===== src/rtl/estagio_mem_pkg.sv =====
// Shared types and constants for the load/store stage and its helpers.
`timescale 1ns/1ps
package estagio_mem_pkg;

  localparam int PROF_MEM = 64;
  localparam int LARG_IDX = 6;

  typedef enum logic [1:0] {
    BYTE    = 2'b00,
    MEIA    = 2'b01,
    PALAVRA = 2'b10,
    ILEGAL  = 2'b11
  } tamanho_t;

  typedef enum logic [2:0] {
    OCIOSO,
    LEITURA,
    CAPTURA,
    RESPOSTA,
    ESCRITA,
    ERRO
  } estado_t;

  // Alignment rule only; the range check lives in the stage because it depends on depth.
  function automatic logic desalinhado(input tamanho_t tamanho, input logic [1:0] baixo);
    logic r;
    case (tamanho)
      BYTE:    r = 1'b0;
      MEIA:    r = baixo[0];
      PALAVRA: r = (baixo != 2'b00);
      default: r = 1'b1;
    endcase
    return r;
  endfunction

endpackage


===== src/rtl/extensor_carga.sv =====
// Picks the addressed byte/half/word lane out of a memory word and sign- or zero-extends it.
`timescale 1ns/1ps
module extensor_carga
  import estagio_mem_pkg::*;
(
  input  logic [31:0] palavra,
  input  logic [1:0]  endereco_baixo,
  input  tamanho_t    tamanho,
  input  logic        sem_sinal,
  output logic [31:0] resultado
);

  logic [31:0] deslocada;
  logic [7:0]  byte_sel;
  logic [15:0] meia_sel;

  always_comb begin
    deslocada = palavra >> {endereco_baixo, 3'b000};
    byte_sel  = deslocada[7:0];
    meia_sel  = deslocada[15:0];
    resultado = '0;
    case (tamanho)
      BYTE:    resultado = sem_sinal ? {24'h0, byte_sel} : {{24{byte_sel[7]}}, byte_sel};
      MEIA:    resultado = sem_sinal ? {16'h0, meia_sel} : {{16{meia_sel[15]}}, meia_sel};
      PALAVRA: resultado = palavra;
      default: resultado = '0;
    endcase
  end

endmodule


===== src/rtl/gerador_be.sv =====
// Maps access size and low address bits to byte enables and lane-replicated store data.
`timescale 1ns/1ps
module gerador_be
  import estagio_mem_pkg::*;
(
  input  logic [1:0]  endereco_baixo,
  input  tamanho_t    tamanho,
  input  logic [31:0] dado,
  output logic [3:0]  be,
  output logic [31:0] dado_replicado
);

  always_comb begin
    be             = 4'b0000;
    dado_replicado = '0;
    case (tamanho)
      BYTE: begin
        be             = 4'b0001 << endereco_baixo;
        dado_replicado = {4{dado[7:0]}};
      end
      MEIA: begin
        be             = 4'b0011 << endereco_baixo;
        dado_replicado = {2{dado[15:0]}};
      end
      PALAVRA: begin
        be             = 4'b1111;
        dado_replicado = dado;
      end
      default: begin
        be             = 4'b0000;
        dado_replicado = '0;
      end
    endcase
  end

endmodule


===== src/rtl/estagio_mem.sv =====
// Load/store stage: one request in flight, fault check at acceptance, memory strobes
// and the write-back register all decoded from the state register.
`timescale 1ns/1ps
module estagio_mem
  import estagio_mem_pkg::*;
#(
  parameter int LARG_DADOS = 32,
  parameter int PROF_MEM   = estagio_mem_pkg::PROF_MEM,
  parameter int LARG_IDX   = estagio_mem_pkg::LARG_IDX
) (
  input  logic                  clock,
  input  logic                  reset_n,
  input  logic                  req_valido,
  output logic                  req_pronto,
  input  logic                  req_escrita,
  input  logic [1:0]            req_tamanho,
  input  logic                  req_sem_sinal,
  input  logic [31:0]           req_endereco,
  input  logic [LARG_DADOS-1:0] req_dado,
  input  logic [4:0]            req_rd,
  output logic [LARG_IDX-1:0]   mem_endereco,
  output logic                  mem_ler,
  output logic                  mem_escrever,
  output logic [3:0]            mem_be,
  output logic [LARG_DADOS-1:0] mem_dado_escrita,
  input  logic [LARG_DADOS-1:0] mem_dado_leitura,
  output logic                  wb_valido,
  output logic [LARG_DADOS-1:0] wb_dado,
  output logic [4:0]            wb_rd,
  input  logic                  wb_pronto,
  output logic                  excecao,
  output logic [31:0]           excecao_endereco
);

  localparam logic [31:0] LIMITE = 32'(4 * PROF_MEM);

  estado_t               estado, proximo;
  tamanho_t              tamanho_q;
  logic                  sem_sinal_q;
  logic [31:0]           endereco_q;
  logic [LARG_DADOS-1:0] dado_q;
  logic [4:0]            rd_q;
  logic [LARG_DADOS-1:0] wb_dado_q;
  logic [4:0]            wb_rd_q;

  logic                  aceita;
  logic                  falha;
  logic [3:0]            be_calc;
  logic [LARG_DADOS-1:0] dado_rep;
  logic [LARG_DADOS-1:0] extraido;

  assign aceita = (estado == OCIOSO) && req_valido;
  assign falha  = desalinhado(tamanho_t'(req_tamanho), req_endereco[1:0]) ||
                  (req_endereco >= LIMITE);

  gerador_be u_gerador_be (
    .endereco_baixo (endereco_q[1:0]),
    .tamanho        (tamanho_q),
    .dado           (dado_q),
    .be             (be_calc),
    .dado_replicado (dado_rep)
  );

  extensor_carga u_extensor_carga (
    .palavra        (mem_dado_leitura),
    .endereco_baixo (endereco_q[1:0]),
    .tamanho        (tamanho_q),
    .sem_sinal      (sem_sinal_q),
    .resultado      (extraido)
  );

  always_ff @(posedge clock) begin
    if (!reset_n) begin
      estado      <= OCIOSO;
      tamanho_q   <= BYTE;
      sem_sinal_q <= 1'b0;
      endereco_q  <= '0;
      dado_q      <= '0;
      rd_q        <= '0;
      wb_dado_q   <= '0;
      wb_rd_q     <= '0;
    end else begin
      estado <= proximo;
      if (aceita) begin
        tamanho_q   <= tamanho_t'(req_tamanho);
        sem_sinal_q <= req_sem_sinal;
        endereco_q  <= req_endereco;
        dado_q      <= req_dado;
        rd_q        <= req_rd;
      end
      // Read data is valid only during CAPTURA, so the extended result is latched there.
      if (estado == CAPTURA) begin
        wb_dado_q <= extraido;
        wb_rd_q   <= rd_q;
      end
    end
  end

  always_comb begin
    proximo = estado;
    case (estado)
      OCIOSO: begin
        if (req_valido) begin
          if (falha)            proximo = ERRO;
          else if (req_escrita) proximo = ESCRITA;
          else                  proximo = LEITURA;
        end
      end
      LEITURA:  proximo = CAPTURA;
      CAPTURA:  proximo = RESPOSTA;
      RESPOSTA: if (wb_pronto) proximo = OCIOSO;
      ESCRITA:  proximo = OCIOSO;
      ERRO:     proximo = OCIOSO;
      default:  proximo = OCIOSO;
    endcase
  end

  // Memory-side signals are forced to zero outside their strobe cycle.
  always_comb begin
    req_pronto       = 1'b0;
    mem_ler          = 1'b0;
    mem_escrever     = 1'b0;
    mem_endereco     = '0;
    mem_be           = 4'b0000;
    mem_dado_escrita = '0;
    wb_valido        = 1'b0;
    excecao          = 1'b0;
    excecao_endereco = '0;
    case (estado)
      OCIOSO: req_pronto = 1'b1;
      LEITURA: begin
        mem_ler      = 1'b1;
        mem_endereco = endereco_q[LARG_IDX+1:2];
      end
      ESCRITA: begin
        mem_escrever     = 1'b1;
        mem_endereco     = endereco_q[LARG_IDX+1:2];
        mem_be           = be_calc;
        mem_dado_escrita = dado_rep;
      end
      RESPOSTA: wb_valido = 1'b1;
      ERRO: begin
        excecao          = 1'b1;
        excecao_endereco = endereco_q;
      end
      default: ;
    endcase
  end

  assign wb_dado = wb_dado_q;
  assign wb_rd   = wb_rd_q;

endmodule

===== config.mk =====
export PLATFORM = sky130hd
export DESIGN_NAME = estagio_mem
export DESIGN_NICKNAME = d
export VERILOG_FILES = /design/src/rtl/estagio_mem_pkg.sv /design/src/rtl/extensor_carga.sv /design/src/rtl/gerador_be.sv /design/src/rtl/estagio_mem.sv
export SDC_FILE = /design/constraint.sdc
export NUM_CORES = 1
export LEC_CHECK = 0
export ABC_AREA = 1
export BUFFER_PORTS_ARGS = -buffer_cell sky130_fd_sc_hd__clkbuf_2
export CAP_MARGIN = 10
export CORE_MARGIN = 2
export CORE_UTILIZATION = 50
export DETAILED_ROUTE_END_ITERATION = 10
export PLACE_DENSITY = 0.81
export SLEW_MARGIN = 15
export SYNTH_ARGS = -nofsm -noshare
export SYNTH_HDL_FRONTEND = slang
export SYNTH_HIERARCHICAL = 1
export SYNTH_SLANG_ARGS = --single-unit

===== constraint.sdc =====
create_clock -name clock -period 2.2 [get_ports clock]
set_clock_uncertainty 0.2 [all_clocks]
set_input_delay 0.22 -clock clock [delete_from_list [all_inputs] [get_ports clock]]
set_output_delay 0.22 -clock clock [all_outputs]
set_load 0.02 [all_outputs]

== Word level (Yosys, flattened, before mapping) ==
Index checks and enable logic that the tools add are counted.

* Word-level logic and storage cells: 51
* Memory bits (read-only): 0
* Input bits: 109
* RAM bits: 0
* Flip-flop bits (word level): 112
* Bits in latches: 0
* Memories kept: 0

* Eq/ne operators: 11
* Magnitude comparators: 1
* Add/subtract/negate cells: 0
* Bitwise logic cells: 0
* Div/mod/pow operators: 0
* Reductions and logical operators: 8
* Shift-type cells: 3
* Multiplexer cells: 20
* $mul: 0

{| class="wikitable"
|+ Operators by type and width
! cell !! count
|-
| 32-bit case mux with 3 select lines || 2
|-
| 32-bit 2-to-1 mux || 4
|-
| 32-bit by 9-bit >= comparator with 1-bit output, second input constant || 1
|-
| 32-bit by 5-bit >> shifter with 16-bit output || 1
|-
| 3-bit 2-to-1 mux || 4
|-
| 3-bit case mux with 4 select lines || 1
|-
| 4-bit case mux with 3 select lines || 1
|-
| 3-bit by 2-bit == test with 1-bit output, second input constant || 2
|-
| 3-bit == test, second input constant || 2
|-
| 6-bit 2-to-1 mux || 1
|-
| 1-bit 2-to-1 mux || 5
|-
| 2-bit by 1-bit == test with 1-bit output, second input constant || 2
|-
| 2-bit == test, second input constant || 2
|-
| 2-bit zero test || 2
|-
| 4-bit 2-to-1 mux || 1
|-
| 2-bit != test, second input constant || 2
|-
| 1-bit by 2-bit left shift with 4-bit output, first input constant || 1
|-
| 2-bit by 2-bit left shift with 4-bit output, first input constant || 1
|-
| 3-bit by 1-bit == test with 1-bit output, second input constant || 1
|-
| 3-bit zero test || 1
|-
| 1-bit case mux with 3 select lines || 1
|-
| 2-bit AND reduction || 1
|-
| 2-bit nonzero test || 1
|-
| 2-bit OR reduction || 1
|-
| other kinds (2) || 2
|}

== Depth between registers and ports, before layout ==
Gate-level depths: netlist (run 1).

* Word-level depth: 6
* Mapped depth: 11
* Depth with buffers taken out: 9

== Modules after synthesis ==
Netlist (run 1), hierarchy kept.

{| class="wikitable"
|+ Modules (own cells, without submodules)
! module !! area an instance (sq um) !! times used !! cells an instance
|-
| estagio_mem || 4581.9 || 1 || 662
|-
| extensor_carga || 994.7 || 1 || 226
|-
| gerador_be || 449.2 || 1 || 105
|}

== Worst setup path after synthesis (run 1) ==
No wires, ideal clock.

* Path kind: register to output
* Start point: reg estado[2]
* End point: out mem_be[0]
* Path buffers: 1
* Data required time: 1780 ps
* Arrival time: 1450 ps
* Slack: 330 ps
* Stages on the path, launching flop included: 6
* Cell sequence: dfxtp_1 -> inv_1 -> nor3_2 -> inv_2 -> clkbuf_1 -> nor2_1

* Longest elaborated chain between the ends: 2

{| class="wikitable"
|+ Ends and longest elaborated chain
! element !! line !! RTL
|-
| start, declared || estagio_mem.sv:37 || <nowiki>estado_t estado, proximo;</nowiki>
|-
| start signal, assigned || estagio_mem.sv:83 || <nowiki>estado <= proximo;</nowiki>
|-
| 3-bit == test || estagio_mem.sv:129 || <nowiki>case (estado)</nowiki>
|-
| 4-bit 2-to-1 mux || estagio_mem.sv:129 ||
|-
| end, declared || estagio_mem.sv:24 || <nowiki>output logic [3:0] mem_be,</nowiki>
|}

No other way between the ends.

== Final worst setup path (run 1) ==
* Start point: reg estado[1]
* End point: out excecao_endereco[30]

* Longest elaborated chain between the ends: 2

{| class="wikitable"
|+ Ends and longest elaborated chain
! element !! line !! RTL
|-
| 3-bit == test || estagio_mem.sv:129 ||
|-
| 32-bit 2-to-1 mux || estagio_mem.sv:129 ||
|-
| end, declared || estagio_mem.sv:32 || <nowiki>output logic [31:0] excecao_endereco</nowiki>
|}

No other way between the ends.

==> reports/summary.txt, run 1 <==
status: finished clean
startpoint type of the worst setup path: flip-flop
number of inserted diodes: 0
weighted congestion reported at the end of routability-driven placement: 0.8932
master cell of the clock root buffer: clkbuf_16
height of the chip: 113.8 um
remaining global-route overflow: 0
area of the core region: 11,910 um2
global-route total usage across every layer: 0.3086
Total Power: 6.024 mW
cell count after synthesis: 993
vias after detailed routing: 7,355
number of setup violations in the final report: 0
longest individual stage delay on the worst path: 0.37 ns
ratio of routed vias to standard cells: 5.191
area added between synthesis and finish: 37.08%
category of the worst setup path capture point: primary output
clock sinks: 112
Most used DFF post-synth: dfxtp_1
required time of the critical path: 1.78 ns
CP most frequent cell: nor2_1
count of buffers from port buffering: 224
Critical Path Slowest Stage Cell: dfxtp_2
share of total power in sequential cells: 0.409
fraction of layout cells with a size suffix above 1: 0.2307
switch share: 0.3737
final critical-path setup slack: 0.07286 ns
Peak supply drop: 659.3 uV
clock tree from TritonCTS: done
average cell area after synthesis: 6.068 um2
number of slew-limit violations in the final report: 0
Layout Utilization: 0.6935
combinational group share of total power: 0.329
switching pwr: 2.251 mW
Worst Path Arrival: 1.71 ns
via count of the first global-routing pass: 6,834
clock network latency to the later pin of the worst-skew pair: 0.36 ns
count of different cell masters after synthesis: 26
Routed wire per std cell: 14.24 um
flops & latches, synth: 112
Least-Margin Pin Slew: 0.7050 ns
Initial DRT Pass Iterations: 6
critical setup path kind: reg2out
depth of the CTS H-tree: 3
row count: 40
minimum hold slack: 0.009380 ns
f_max: 470.1 MHz
sequence of cells on the critical path: inv_2, nand2_1, nor2_1, inv_1, buf_4, nor2_1, clkbuf_2
internal power summed over all cells: 3.772 mW
Final Hold Violating Endpoints: 0
post-route antenna net violation count: 0
Pwr per Cell Area: 729.2 nW/um2
worst min-delay path category: in2reg
starting density of the core: 0.5059
wire length of the first global-routing pass: 32,040 um
Max Fanout on Critical Path: 18
largest net degree at the start of global routing: 42
number of CTS-inserted buffers: 9
maxcap violations: 0
clock group share of total power: 0.262
count of boundary I/O pins: 225
post-DP HPWL: 12,860 um
number of buffers between clock root and the deepest sink: 2
count of flip-flops with a built-in enable after synthesis: 0
Die Span X: 113.8 um
Layout Nets: 1,374
final cycle utilization of the critical path: 0.9669
share of synthesized area occupied by flip-flops and latches: 0.3721
proportion of synthesized flip-flops having asynchronous set or reset: 0
Reg clk slew, reported paths: 0.08 ns
Residual DRC: 0
number of nets in the synthesized netlist: 1,102
number of antenna violations at the first check in global routing: 0
die area: 12,950 um2
dpl ws: -0.1064 ns
clock period minus worst slack: 2.127 ns
P_leak: 4.142 nW
DRC violation total after the first TritonRoute iteration: 662
Warnings, synthesis: 6
wire length reported by the detailed router: 20,180 um
Post-Synthesis Cell Area: 6026 um2
relative max-transition margin: 0.5289
==> through the flow <==
stage,area (um2),cells,TNS [ns]
2_1_floorplan,6026,993,0
3_3_place_gp,7137,1324,0
3_5_place_dp,7137,1324,-0.9706
4_1_cts,8180,1415,0
5_1_grt,8260,1417,-0.005362
6_report,8260,1417,0
==> metal layers <==
layer	wire, um	share of wire	vias to the layer above	global-route usage
li1	-	-	3589	-
met1	8004	0.40	3283	0.3713
met2	9690	0.48	413	0.5261
met3	1764	0.087	70	0.06961
met4	721	0.036	0	0.1415
met5	0	0	-	0
==> cell usage after synthesis (2+ instances only) <==
cell      instances  area share
a21oi_1          77       0.064
and2_1            2      0.0021
buf_2            20       0.017
buf_4             4      0.0050
buf_6             9       0.017
clkbuf_1         23       0.014
dfxtp_1         112        0.37
inv_1           127       0.079
inv_2             7      0.0044
nand2_1         239        0.15
nand2_2           2      0.0021
nand3_1          37       0.031
nand3_2           2      0.0033
nor2_1          204        0.13
nor2_2            5      0.0052
nor2_4            2      0.0037
o21ai_0         109       0.091
o21ai_1           4      0.0033
==> placed cells by master (no fill, tap or decap), drive strengths merged <==
cell type    instances
a21oi               77
a31oi                1
and2                 2
buf                 24
bufinv               1
clkbuf             229
clkinv               5
clkinvlp             1
dfxtp              112
dlygate4sd3         73
inv                136
nand2              242
nand3               39
nand3b               1
nor2               212
nor3                 2
o21ai              113
==> final cells by class <==
cell class	instances	area [um2]
Timing Repair Buffer	317	2011
Inverter	136	540.5
Tap cell	147	183.9
Clock buffer	9	225.2
Clock inverter	7	56.30
Sequential cell	112	2253
Multi-Input combinational cell	689	2990
Fill cell	1006	3651
==> power groups by stage <==
| stage | combinational [mW] | sequential [mW] | clock [mW] |
|---|---|---|---|
| final | 1.98 | 2.47 | 1.58 |
| after global routing | 2.21 | 2.49 | 1.67 |
| after CTS | 1.90 | 2.45 | 1.59 |
| after detailed placement | 1.78 | 2.50 | 0 |
| after global placement | 1.75 | 2.49 | 0 |
| after floorplan | 1.23 | 2.56 | 0 |
==> flip-flops by register name (all words and copies together), names as in the netlist <==
signal       cells
dado_q          32
endereco_q      32
estado           3
rd_q             5
sem_sinal_q      1
tamanho_q        2
wb_dado         32
wb_rd            5
==> kinds of logic (layout without fill, tap and decap cells) <==
kind of cell           count (synthesis)  in the layout  synth area share
DFF                                  112            112            0.3721
AOI/OAI and AO/OA                    191            191            0.1588
and+or+nand+nor                      497            498            0.3308
buffers and inverters                193            469            0.1383
==> repair_timing <==
action / CTS / global route
pin swaps: 1 / 1
endpoints found under the setup margin: 58 / 56
hold buffers: 73 / 0
gates cloned: 0 / 1
hold endpoints to repair: 73 / 0
gates resized for setup: 7 / 22
setup buffers: 2 / 1
==> critical path: cells and delay by family, from the launching register on <==
family	cells	cell delay [ns]
buffers and inverters	4	0.57
DFF	1	0.37
and+or+nand+nor	3	0.40
==> final timing paths <==
| path | from | end | slack (ns) | cells past startpoint |
|---|---|---|---|---|
| setup / recovery | estado[1] | excecao_endereco[30] | 0.07 | 7 |
| setup reg to reg | endereco_q[1] | wb_dado[25] | 0.30 | 8 |
| hold reg to reg | rd_q[1] | rd_q[1] | 0.25 | 2 |
| hold / removal | req_endereco[10] | endereco_q[10] | 0.009 | 3 |
(Power assumes the default switching activity.)
==> run 2: changes to the inputs <==
Settings changed: CORE_ASPECT_RATIO set to 0.8.
==> run 2 against run 1 <==
  * Flip-flop and latch count is the same
  * Critical path depth grew 1
  * Die area is essentially flat
  * Sequential share of layout area shrank 0.11 points
  * Worst setup slack lost 0.0053 ns
  * First-iteration DRC count shrank 21%
  * Wire length shrank 3.9%
  * Largest cell class unchanged
==> reports/summary.txt, run 2 (synthesis results as in run 1) <==
status: finished clean
startpoint type of the worst setup path: flip-flop
sum of buffers and inverters on the critical path: 4 (unchanged)
internal reg-to-reg setup slack: 0.23 ns (-0.07 ns)
relative max-transition margin: 0.5998 (+0.07090)
RSZ-0062 raised after global routing: true
wire length reported by the detailed router: 19,390 um (-3.9%)
area of the core region: 11,650 um2 (-2.2%)
via count of the first global-routing pass: 6,448 (-5.6%)
longest individual stage delay on the worst path: 0.38 ns (about the same)
clock tree from TritonCTS: done
Max Fanout on Critical Path: 9 (-9)
depth of the CTS H-tree: 3 (unchanged)
required time of the critical path: 1.78 ns (about the same)
P_leak: 4.141 nW (about the same)
Layout Nets: 1,374 (unchanged)
fraction of layout cells with a size suffix above 1: 0.2362 (+0.005512)
number of buffers between clock root and the deepest sink: 2 (unchanged)
final cycle utilization of the critical path: 0.9693 (+0.002418)
ratio of routed vias to standard cells: 5.037 (-3.0%)
number of setup violations in the final report: 0 (unchanged)
global-route total usage across every layer: 0.2940 (-0.01456)
remaining global-route overflow: 0 (unchanged)
highest-count cells in the layout ignoring fill and taps: nand2_1 (239), clkbuf_2 (224), nor2_1 (199), inv_1 (126), o21ai_0 (109)
category of the worst setup path capture point: primary output
post-route setup TNS: 0 ns (unchanged)
sequence of cells on the critical path: buf_4, nor2_4, inv_1, nand3_1, nand2_1, inv_1, nor2_1, clkbuf_2
Initial DRT Pass Iterations: 5 (-1)
Worst Path Arrival: 1.71 ns (about the same)
area added between synthesis and finish: 37.77%
largest net degree at the start of global routing: 72 (+71%)
clock sinks: 112 (unchanged)
Reg clk slew, reported paths: 0.08 ns (about the same)
Residual DRC: 0 (unchanged)
Routed wire per std cell: 13.68 um (-4.0%)
clock period minus worst slack: 2.132 ns (+0.005319 ns)
commonest non-fill, non-tap cell in the layout: nand2_1
clock network latency to the later pin of the worst-skew pair: 0.34 ns (-0.02 ns)
die area: 12,950 um2 (about the same)
Pwr per Cell Area: 732.0 nW/um2 (+0.37%)
final critical-path setup slack: 0.06754 ns (-0.005319 ns)
DRC violation total after the first TritonRoute iteration: 524 (-21%)
vias after detailed routing: 7,143 (-2.9%)
master cell of the clock root buffer: clkbuf_16
weighted congestion reported at the end of routability-driven placement: 0.9445 (+5.7%)
Die Span X: 126.7 um (+11%)
Peak supply drop: 515.5 uV (-22%)
Least-Margin Pin Slew: 0.5995 ns (-0.1056 ns)
CP most frequent cell: inv_1
number of slew-limit violations in the final report: 0 (unchanged)
post-route antenna net violation count: 0 (unchanged)
critical setup path kind: reg2out
post-DP HPWL: 12,790 um (-0.55%)
row count: 35 (-13%)
number of antenna violations at the first check in global routing: 0 (unchanged)
maxcap violations: 0 (unchanged)
starting density of the core: 0.5173 (+0.01141)
Crit path max-delay family: buffers and inverters
wire length of the first global-routing pass: 30,920 um (-3.5%)
worst min-delay path category: in2reg
number of CTS-inserted buffers: 9 (unchanged)
Critical Path Slowest Stage Cell: dfxtp_4
Final Hold Violating Endpoints: 0 (unchanged)
dpl ws: 0.1503 ns (+0.2567 ns)
count of boundary I/O pins: 225 (unchanged)
height of the chip: 102.2 um (-10%)
f_max: 468.9 MHz (-0.25%)
count of buffers from port buffering: 224 (unchanged)
number of inserted diodes: 0 (unchanged)
-- run 2: tightest hold or removal path: stages --
cell and delay, ns:
clkbuf_2 0.11, nand2_4 0.11, a21oi_1 0.07
-- run 2: final timing paths --
| check | start | endpoint | cells past startpoint |
|---|---|---|---|
| min reg2reg | rd_q[1] | rd_q[1] | 2 |
| min | req_valido | endereco_q[1] | 3 |
| max | tamanho_q[1] | mem_dado_escrita[8] | 8 |
| max reg2reg | tamanho_q[1] | wb_dado[27] | 8 |
-- run 2: timing repair --
item | in CTS | in global routing
hold buffers | 70 | 0
hold endpoints to repair | 70 | 0
pin swaps | 1 | 1
setup endpoints to repair | 38 | 68
setup buffers | 1 | 8
cloned | 0 | 1
resized for setup | 8 | 17
-- run 2: metal layers --
metal / vias up / wire length, um / GRT usage
met2: 336 / 8948 / 0.4852
met5: - / 0 / 0
li1: 3595 / - / -
met1: 3159 / 8490 / 0.3913
met3: 53 / 1496 / 0.06335
met4: 0 / 459 / 0.09214
-- run 2: layout make-up --
type,instances,area [um2]
Multi-Input combinational cell,688,2979
Sequential cell,112,2256
Tap cell,148,185.2
Inverter,136,545.5
Timing Repair inverter,1,7.507
Fill cell,963,3347
Clock inverter,7,73.82
Timing Repair Buffer,317,2029
Clock buffer,9,225.2
-- run 2: power by group --
| group | internal, mW | switching (mW) | total [mW] |
|---|---|---|---|
| Combinational | 0.710 | 1.30 | 2.01 |
| Sequential | 2.30 | 0.155 | 2.45 |
| Clock | 0.810 | 0.806 | 1.62 |
| Total | 3.82 | 2.26 | 6.08 |
-- run 2: stage by stage --
stage | instance area, um2 | hold WS (ns) | utilization | total power, mW | std cells
CTS | 8182 | 0.002930 | 0.7024 | 6.024 | 1409
global placement | 7141 | 0.2411 | 0.6130 | 4.265 | 1322
global route | 8302 | 0.002394 | 0.7127 | 6.459 | 1418
finish | 8302 | 0.01045 | 0.7127 | 6.077 | 1418
floorplan | 6026 | 0.1627 | - | 3.792 | 993
detailed placement | 7141 | 0.2447 | 0.6130 | 4.294 | 1322
